==> src/rtl/skolem_pkg.sv <==
// rtl/skolem_pkg.sv - shared types and the formula evaluator for the Skolem invertibility checker
// Contents:
//   W_DEF       default operand width
//   MAXW        widest operand width f_urem_sle accepts
//   state_t     sequencer states
//   f_urem_sle  (s urem x) <=s t evaluated at width w (w <= MAXW)
package skolem_pkg;

    localparam int W_DEF = 4;
    localparam int MAXW  = 16;

    typedef enum logic [2:0] {
        IDLE,
        APPLY,
        WAIT,
        CHECK,
        SEARCH,
        NEXT,
        DONE
    } state_t;

    // Operands arrive zero-extended to MAXW. Division by zero yields s.
    // Flipping bit w-1 on both sides turns the w-bit signed compare into
    // an unsigned one.
    function automatic logic f_urem_sle(input logic [MAXW-1:0] s,
                                        input logic [MAXW-1:0] t,
                                        input logic [MAXW-1:0] x,
                                        input int              w);
        logic [MAXW-1:0] rem;
        logic [MAXW-1:0] sgn;
        rem = (x == '0) ? s : (s % x);
        sgn = MAXW'(1) << (w - 1);
        return ((rem ^ sgn) <= (t ^ sgn));
    endfunction

endpackage

==> src/rtl/skolem_ic_eval.sv <==
// rtl/skolem_ic_eval.sv - formula evaluation and exhaustive x search for one (s,t) vector
// Ports:
//   clk, rst_n    clock, asynchronous active-low reset
//   i_s, i_t      operands currently applied to the Skolem block
//   i_cand_x      witness from the Skolem block
//   i_clr         restart the search at x=0
//   i_step        advance the search to the next x
//   o_chk_ok      f(i_s, i_t, i_cand_x)
//   o_found       f(i_s, i_t, search x)
//   o_exhausted   search x is the last value (2^W-1)
module skolem_ic_eval
    import skolem_pkg::*;
#(
    parameter int W = W_DEF
) (
    input  logic         clk,
    input  logic         rst_n,
    input  logic [W-1:0] i_s,
    input  logic [W-1:0] i_t,
    input  logic [W-1:0] i_cand_x,
    input  logic         i_clr,
    input  logic         i_step,
    output logic         o_chk_ok,
    output logic         o_found,
    output logic         o_exhausted
);

    logic [W-1:0] r_x;

    always_ff @(posedge clk or negedge rst_n) begin
        if (!rst_n) begin
            r_x <= '0;
        end else if (i_clr) begin
            r_x <= '0;
        end else if (i_step) begin
            r_x <= r_x + W'(1);
        end
    end

    assign o_chk_ok    = f_urem_sle(MAXW'(i_s), MAXW'(i_t), MAXW'(i_cand_x), W);
    assign o_found     = f_urem_sle(MAXW'(i_s), MAXW'(i_t), MAXW'(r_x), W);
    assign o_exhausted = (r_x == '1);

endmodule

==> src/rtl/skolem_check_ctrl.sv <==
// rtl/skolem_check_ctrl.sv - sequencer classifying Skolem witnesses for (s urem x) <=s t
// Ports:
//   clk, rst_n               clock, asynchronous active-low reset
//   start, sweep             run request; sweep=1 runs all 2^(2W) vectors
//   s_in, t_in               single-mode operands, sampled with start
//   sk_s, sk_t, sk_x         operands to / witness from the Skolem block
//   busy, done               run in progress / 1-cycle completion pulse
//   pass_cnt, vac_cnt,
//   fail_cnt                 per-class vector counts
//   fail_s, fail_t, fail_x   first failing vector and its witness
module skolem_check_ctrl
    import skolem_pkg::*;
#(
    parameter int W            = W_DEF,
    parameter int SK_LAT       = 1,
    parameter int STOP_ON_FAIL = 1
) (
    input  logic           clk,
    input  logic           rst_n,
    input  logic           start,
    input  logic           sweep,
    input  logic [W-1:0]   s_in,
    input  logic [W-1:0]   t_in,
    output logic [W-1:0]   sk_s,
    output logic [W-1:0]   sk_t,
    input  logic [W-1:0]   sk_x,
    output logic           busy,
    output logic           done,
    output logic [2*W:0]   pass_cnt,
    output logic [2*W:0]   vac_cnt,
    output logic [2*W:0]   fail_cnt,
    output logic [W-1:0]   fail_s,
    output logic [W-1:0]   fail_t,
    output logic [W-1:0]   fail_x
);

    localparam int CW   = 2 * W + 1;
    localparam int LATW = $clog2(SK_LAT + 1);

    state_t          r_state;
    logic [2*W-1:0]  r_idx;
    logic            r_single;
    logic [LATW-1:0] r_wait;
    logic [W-1:0]    r_cand_x;

    logic w_chk_ok;
    logic w_found;
    logic w_exhausted;
    logic w_clr;
    logic w_step;

    assign w_clr  = (r_state == CHECK);
    assign w_step = (r_state == SEARCH) && !w_found && !w_exhausted;

    skolem_ic_eval #(.W(W)) u_eval (
        .clk         (clk),
        .rst_n       (rst_n),
        .i_s         (sk_s),
        .i_t         (sk_t),
        .i_cand_x    (sk_x),
        .i_clr       (w_clr),
        .i_step      (w_step),
        .o_chk_ok    (w_chk_ok),
        .o_found     (w_found),
        .o_exhausted (w_exhausted)
    );

    always_ff @(posedge clk or negedge rst_n) begin
        if (!rst_n) begin
            r_state  <= IDLE;
            r_idx    <= '0;
            r_single <= 1'b0;
            r_wait   <= '0;
            r_cand_x <= '0;
            sk_s     <= '0;
            sk_t     <= '0;
            busy     <= 1'b0;
            done     <= 1'b0;
            pass_cnt <= '0;
            vac_cnt  <= '0;
            fail_cnt <= '0;
            fail_s   <= '0;
            fail_t   <= '0;
            fail_x   <= '0;
        end else begin
            case (r_state)
                IDLE: begin
                    done <= 1'b0;
                    if (start) begin
                        pass_cnt <= '0;
                        vac_cnt  <= '0;
                        fail_cnt <= '0;
                        fail_s   <= '0;
                        fail_t   <= '0;
                        fail_x   <= '0;
                        r_idx    <= sweep ? '0 : {t_in, s_in};
                        r_single <= !sweep;
                        busy     <= 1'b1;
                        r_state  <= APPLY;
                    end
                end
                APPLY: begin
                    sk_s    <= r_idx[W-1:0];
                    sk_t    <= r_idx[2*W-1:W];
                    r_wait  <= LATW'(SK_LAT);
                    r_state <= WAIT;
                end
                WAIT: begin
                    // Counter was loaded with SK_LAT, so WAIT lasts SK_LAT cycles.
                    r_wait <= r_wait - LATW'(1);
                    if (r_wait <= LATW'(1)) begin
                        r_state <= CHECK;
                    end
                end
                CHECK: begin
                    if (w_chk_ok) begin
                        pass_cnt <= pass_cnt + CW'(1);
                        r_state  <= NEXT;
                    end else begin
                        r_cand_x <= sk_x;
                        r_state  <= SEARCH;
                    end
                end
                SEARCH: begin
                    if (w_found) begin
                        fail_cnt <= fail_cnt + CW'(1);
                        if (fail_cnt == '0) begin
                            fail_s <= sk_s;
                            fail_t <= sk_t;
                            fail_x <= r_cand_x;
                        end
                        r_state <= NEXT;
                    end else if (w_exhausted) begin
                        vac_cnt <= vac_cnt + CW'(1);
                        r_state <= NEXT;
                    end
                end
                NEXT: begin
                    if (r_single || (r_idx == '1) ||
                        ((STOP_ON_FAIL != 0) && (fail_cnt != '0))) begin
                        busy    <= 1'b0;
                        done    <= 1'b1;
                        r_state <= DONE;
                    end else begin
                        r_idx   <= r_idx + (2*W)'(1);
                        r_state <= APPLY;
                    end
                end
                DONE: begin
                    done    <= 1'b0;
                    r_state <= IDLE;
                end
                default: begin
                    r_state <= IDLE;
                end
            endcase
        end
    end

endmodule

==> config.mk <==
export PLATFORM = sky130hd
export DESIGN_NAME = skolem_check_ctrl
export DESIGN_NICKNAME = d
export VERILOG_FILES = /design/src/rtl/skolem_pkg.sv /design/src/rtl/skolem_ic_eval.sv /design/src/rtl/skolem_check_ctrl.sv
export SDC_FILE = /design/constraint.sdc
export NUM_CORES = 1
export LEC_CHECK = 0
export ABC_CLOCK_PERIOD_IN_PS = 29500
export CORE_MARGIN = 2
export CORE_UTILIZATION = 45
export DETAILED_ROUTE_END_ITERATION = 16
export HOLD_SLACK_MARGIN = 0.1
export PLACE_DENSITY = 0.62
export SLEW_MARGIN = 20
export SYNTH_ARGS = -nofsm -noshare
export SYNTH_HDL_FRONTEND = slang
export SYNTH_SLANG_ARGS = --single-unit
==> constraint.sdc <==
create_clock -name clk -period 29.5 [get_ports clk]
set_clock_uncertainty 0.15 [all_clocks]
set_input_delay 7.375 -clock clk [delete_from_list [all_inputs] [get_ports clk]]
set_output_delay 7.375 -clock clk [all_outputs]
set_load 0.05 [all_outputs]
==> results of run 1 <==
==> sequential cells by signal, indices dropped and copies added (netlist names) <==
register / flops
sk_t: 4
sk_s: 4
u_eval.r_x: 4
r_state: 3
fail_s: 4
vac_cnt: 9
r_single: 1
r_idx: 8
fail_t: 4
busy: 1
done: 1
pass_cnt: 9
r_cand_x: 4
fail_cnt: 9
fail_x: 4
==> cells by family after synthesis <==
kind of cell,after synthesis,share of synthesized area
and+or+nand+nor,814,0.300
DFF,69,0.122
xor gates and xnor gates,62,0.0384
adders and majority gates,137,0.122
other,1,0.000266
buffers and inverters,104,0.0307
muxes,78,0.0585
AOI/OAI and AO/OA,645,0.328
==> routing by layer <==
layer	GRT usage	routed length, µm	vias up	share of wire
met5	0	0	-	0
met3	0.0194	2050	137	0.042
met2	0.509	24400	504	0.50
met1	0.358	21100	8101	0.43
li1	-	-	8383	-
met4	0.0670	1440	0	0.029
==> stage by stage <==
step	utilization	cell area, µm²	hold WS [ps]	instances
final	0.650	20000	336	2825
after floorplan	-	14600	301	1928
after detailed placement	0.582	17900	328	2664
after global placement	0.582	17900	321	2664
after CTS	0.628	19300	334	2791
after global routing	0.650	20000	385	2825
==> layout make-up <==
cell class | count | share of cell area
Multi-Input combinational cell | 1756 | 0.655
Clock inverter | 2 | 0.000501
Timing Repair Buffer | 529 | 0.209
Sequential cell | 69 | 0.0865
Tap cell | 396 | 0.0248
Clock buffer | 12 | 0.0128
Inverter | 61 | 0.0120
==> what timing repair did <==
item,in CTS,in global routing
buffers inserted,112,37
pin swaps,76,53
cloned,1,1
gates resized for setup,75,84
setup endpoints to repair,44,48
==> synth_stat cells (32+ instances only) <==
| cell | number |
|---|---|
| xnor2_1 | 38 |
| o211ai_1 | 32 |
| mux2i_1 | 48 |
| a21oi_1 | 120 |
| o21a_1 | 72 |
| o21ai_0 | 123 |
| nor3_1 | 89 |
| or2_2 | 35 |
| nand3_1 | 60 |
| nand2_1 | 192 |
| ha_1 | 133 |
| nor2_1 | 165 |
| nand2b_1 | 32 |
| nand4_1 | 48 |
| dfrtp_1 | 69 |
| inv_1 | 60 |
==> worst max-delay path by stage <==
stage	start	end	slack (ps)
floorplan	sk_x[0]	pass_cnt[7]$_DFFE_PN0P_	-2650
CTS	sk_x[0]	pass_cnt[7]$_DFFE_PN0P_	-470
global route	sk_x[0]	pass_cnt[7]$_DFFE_PN0P_	-2420
detailed placement	sk_x[0]	pass_cnt[5]$_DFFE_PN0P_	-2170
global placement	sk_x[0]	pass_cnt[5]$_DFFE_PN0P_	-1200
finish	sk_x[0]	pass_cnt[7]$_DFFE_PN0P_	-1070
==> qor.csv, run 1 <==
stage,metric,value,unit
outcome,status,"finished, violations left",
outcome,failing checks,setup timing,
synth,Synth cell types,126,
critical_path,CP Data Arrival Time,30680,ps
floorplan,Die ar.,32800,µm²
cts,CTS tree,yes,
sta,setup slack after layout,-1070,ps
final_layout,layout cell share with drive strength beyond 1,0.311,
critical_path,type of destination of the critical path,register,
global_route,first-pass GRT wire length,78000,µm
cts,"Clk pin slew, worst setup/hold paths",50,ps
floorplan,die width,181,µm
synth,"Avg Cell Area, Syn",7.39,µm²
placement,PortBufs,64,
detailed_routing,Routed WL,49000,µm
floorplan,Core Region,30700,µm²
cts,CTS Root Buffer Type,clkbuf_16,
cts,hold_buf cts,0,
sta,minimum clock period,30570,ps
detailed_routing,Final ANT Viol Nets,0,
cts,clock net sink count,69,
synth,Yosys top cell by area,dfrtp_1,
floorplan,Die Y,181,µm
final_layout,Area Growth Syn to Fin,41.5,%
hold_path,Worst Hold End,pass_cnt[8]$_DFFE_PN0P_,
synth,post-synthesis sequential area ratio,0.122,
detailed_routing,DR vias/cell,6.06,
placement,pre-CTS WS,-2170,ps
global_route,number of global-route vias before repair,16200,
critical_path,flop-to-flop setup slack,1120,ps
sta,"Period Utilization, post-route",1.04,
global_route,antenna violations before repair,0,
cts,maximum buffer depth of the clock tree,2,
critical_path,"Req. time, crit path",29610,ps
critical_path,Levels on crit path,136,
critical_path,crit path max-delay cell type,or4_1,
critical_path,RR Endpoint,vac_cnt[0]$_DFFE_PN0P_,
cts,Num CTS Buffers,9,
synth,Cells after Synth,1910,
final_layout,# diodes,0,
cts,H-tree Lvls,3,
final_layout,Fillers,2665,
hold_path,hold path depth,1,
job,Max Cap Violations,0,
critical_path,crit-path leading delay family,compound AO/OA/AOI/OAI gates,
critical_path,CP max FO,7,
synth,Async SR Flop Fraction,1.00,
cts,Clock Latency Late Sink,340,ps
global_route,largest net degree at the start of global routing,70,
synth,Post-synth EDFFs,0,
placement,HPWL after DPL,36100,µm
detailed_routing,DRT iter0 DRCs,1035,
sta,Fmax,32.7,MHz
sta,final hold violations,0,
final_layout,"most common cell after layout, fill and taps aside",buf_4,
detailed_routing,First-pass DRT Iterations,5,
synth,synthesized flop and latch total,69,
synth,synthesized cell area,14100,µm²
synth,share of the synthesized area in the top cell type,0.122,
critical_path,worst reg2reg startpoint,u_eval.r_x[1]$_DFFE_PN0P_,
synth,Yosys warnings,0,
sta,Final setup viols,14,
placement,Routability Congestion,0.910,
final_layout,# nets final,2577,
hold_path,worst hold path type,reg2reg,
critical_path,r2r worst-path depth,138,
floorplan,# rows,64,
sta,setup TNS,-12810,ps
critical_path,CP max stage delay,530,ps
floorplan,IO Count,65,
detailed_routing,DRC Markers,0,
global_route,global router's overall resource usage,0.280,
sta,slew margin rel.,0.289,
final_layout,most frequent cells in the layout,"buf_4, nand2_1, nor2_1",
critical_path,startpoint types,input port,
global_route,total gr overflow,0,
critical_path,Setup CP Type,in2reg,
hold_path,Hold Crit Start,pass_cnt[8]$_DFFE_PN0P_,
sta,worst slew pin tran,1070,ps
synth,"Primary FF master, synth",dfrtp_1,
floorplan,initial core utilization,0.459,
sta,final count of pins violating max slew,0,
detailed_routing,vias,17100,
final_layout,register area,1730,µm²
critical_path,Buf/Inv on CP,21,
critical_path,CP dominant cell by count,buf_4,
final_layout,footprint of the multi-input gates,13100,µm²
sta,RSZ-0062 raised after global routing,yes,
synth,largest cells by area after synthesis,"dfrtp_1, ha_1, nand2_1",
detailed_routing,wire per inst,17.3,µm
Power of run 1 is left out: the tool's default activity adds up to more than one toggle a clock period on the data nets, which glitch-free logic cannot reach.
==> run 2, diff against run 1 <==
--- a/config.mk
+++ b/config.mk
@@ -8,10 +8,10 @@
 export ABC_CLOCK_PERIOD_IN_PS = 29500
 export CORE_MARGIN = 2
 export CORE_UTILIZATION = 45
+export CTS_CLUSTER_SIZE = 14
 export DETAILED_ROUTE_END_ITERATION = 16
 export HOLD_SLACK_MARGIN = 0.1
 export PLACE_DENSITY = 0.62
-export SLEW_MARGIN = 20
 export SYNTH_ARGS = -nofsm -noshare
 export SYNTH_HDL_FRONTEND = slang
 export SYNTH_SLANG_ARGS = --single-unit
==> results of run 2 <==
The final DEF is identical to that of run 1; final timing and power are the same.
Power of run 2 is left out for the same reason.
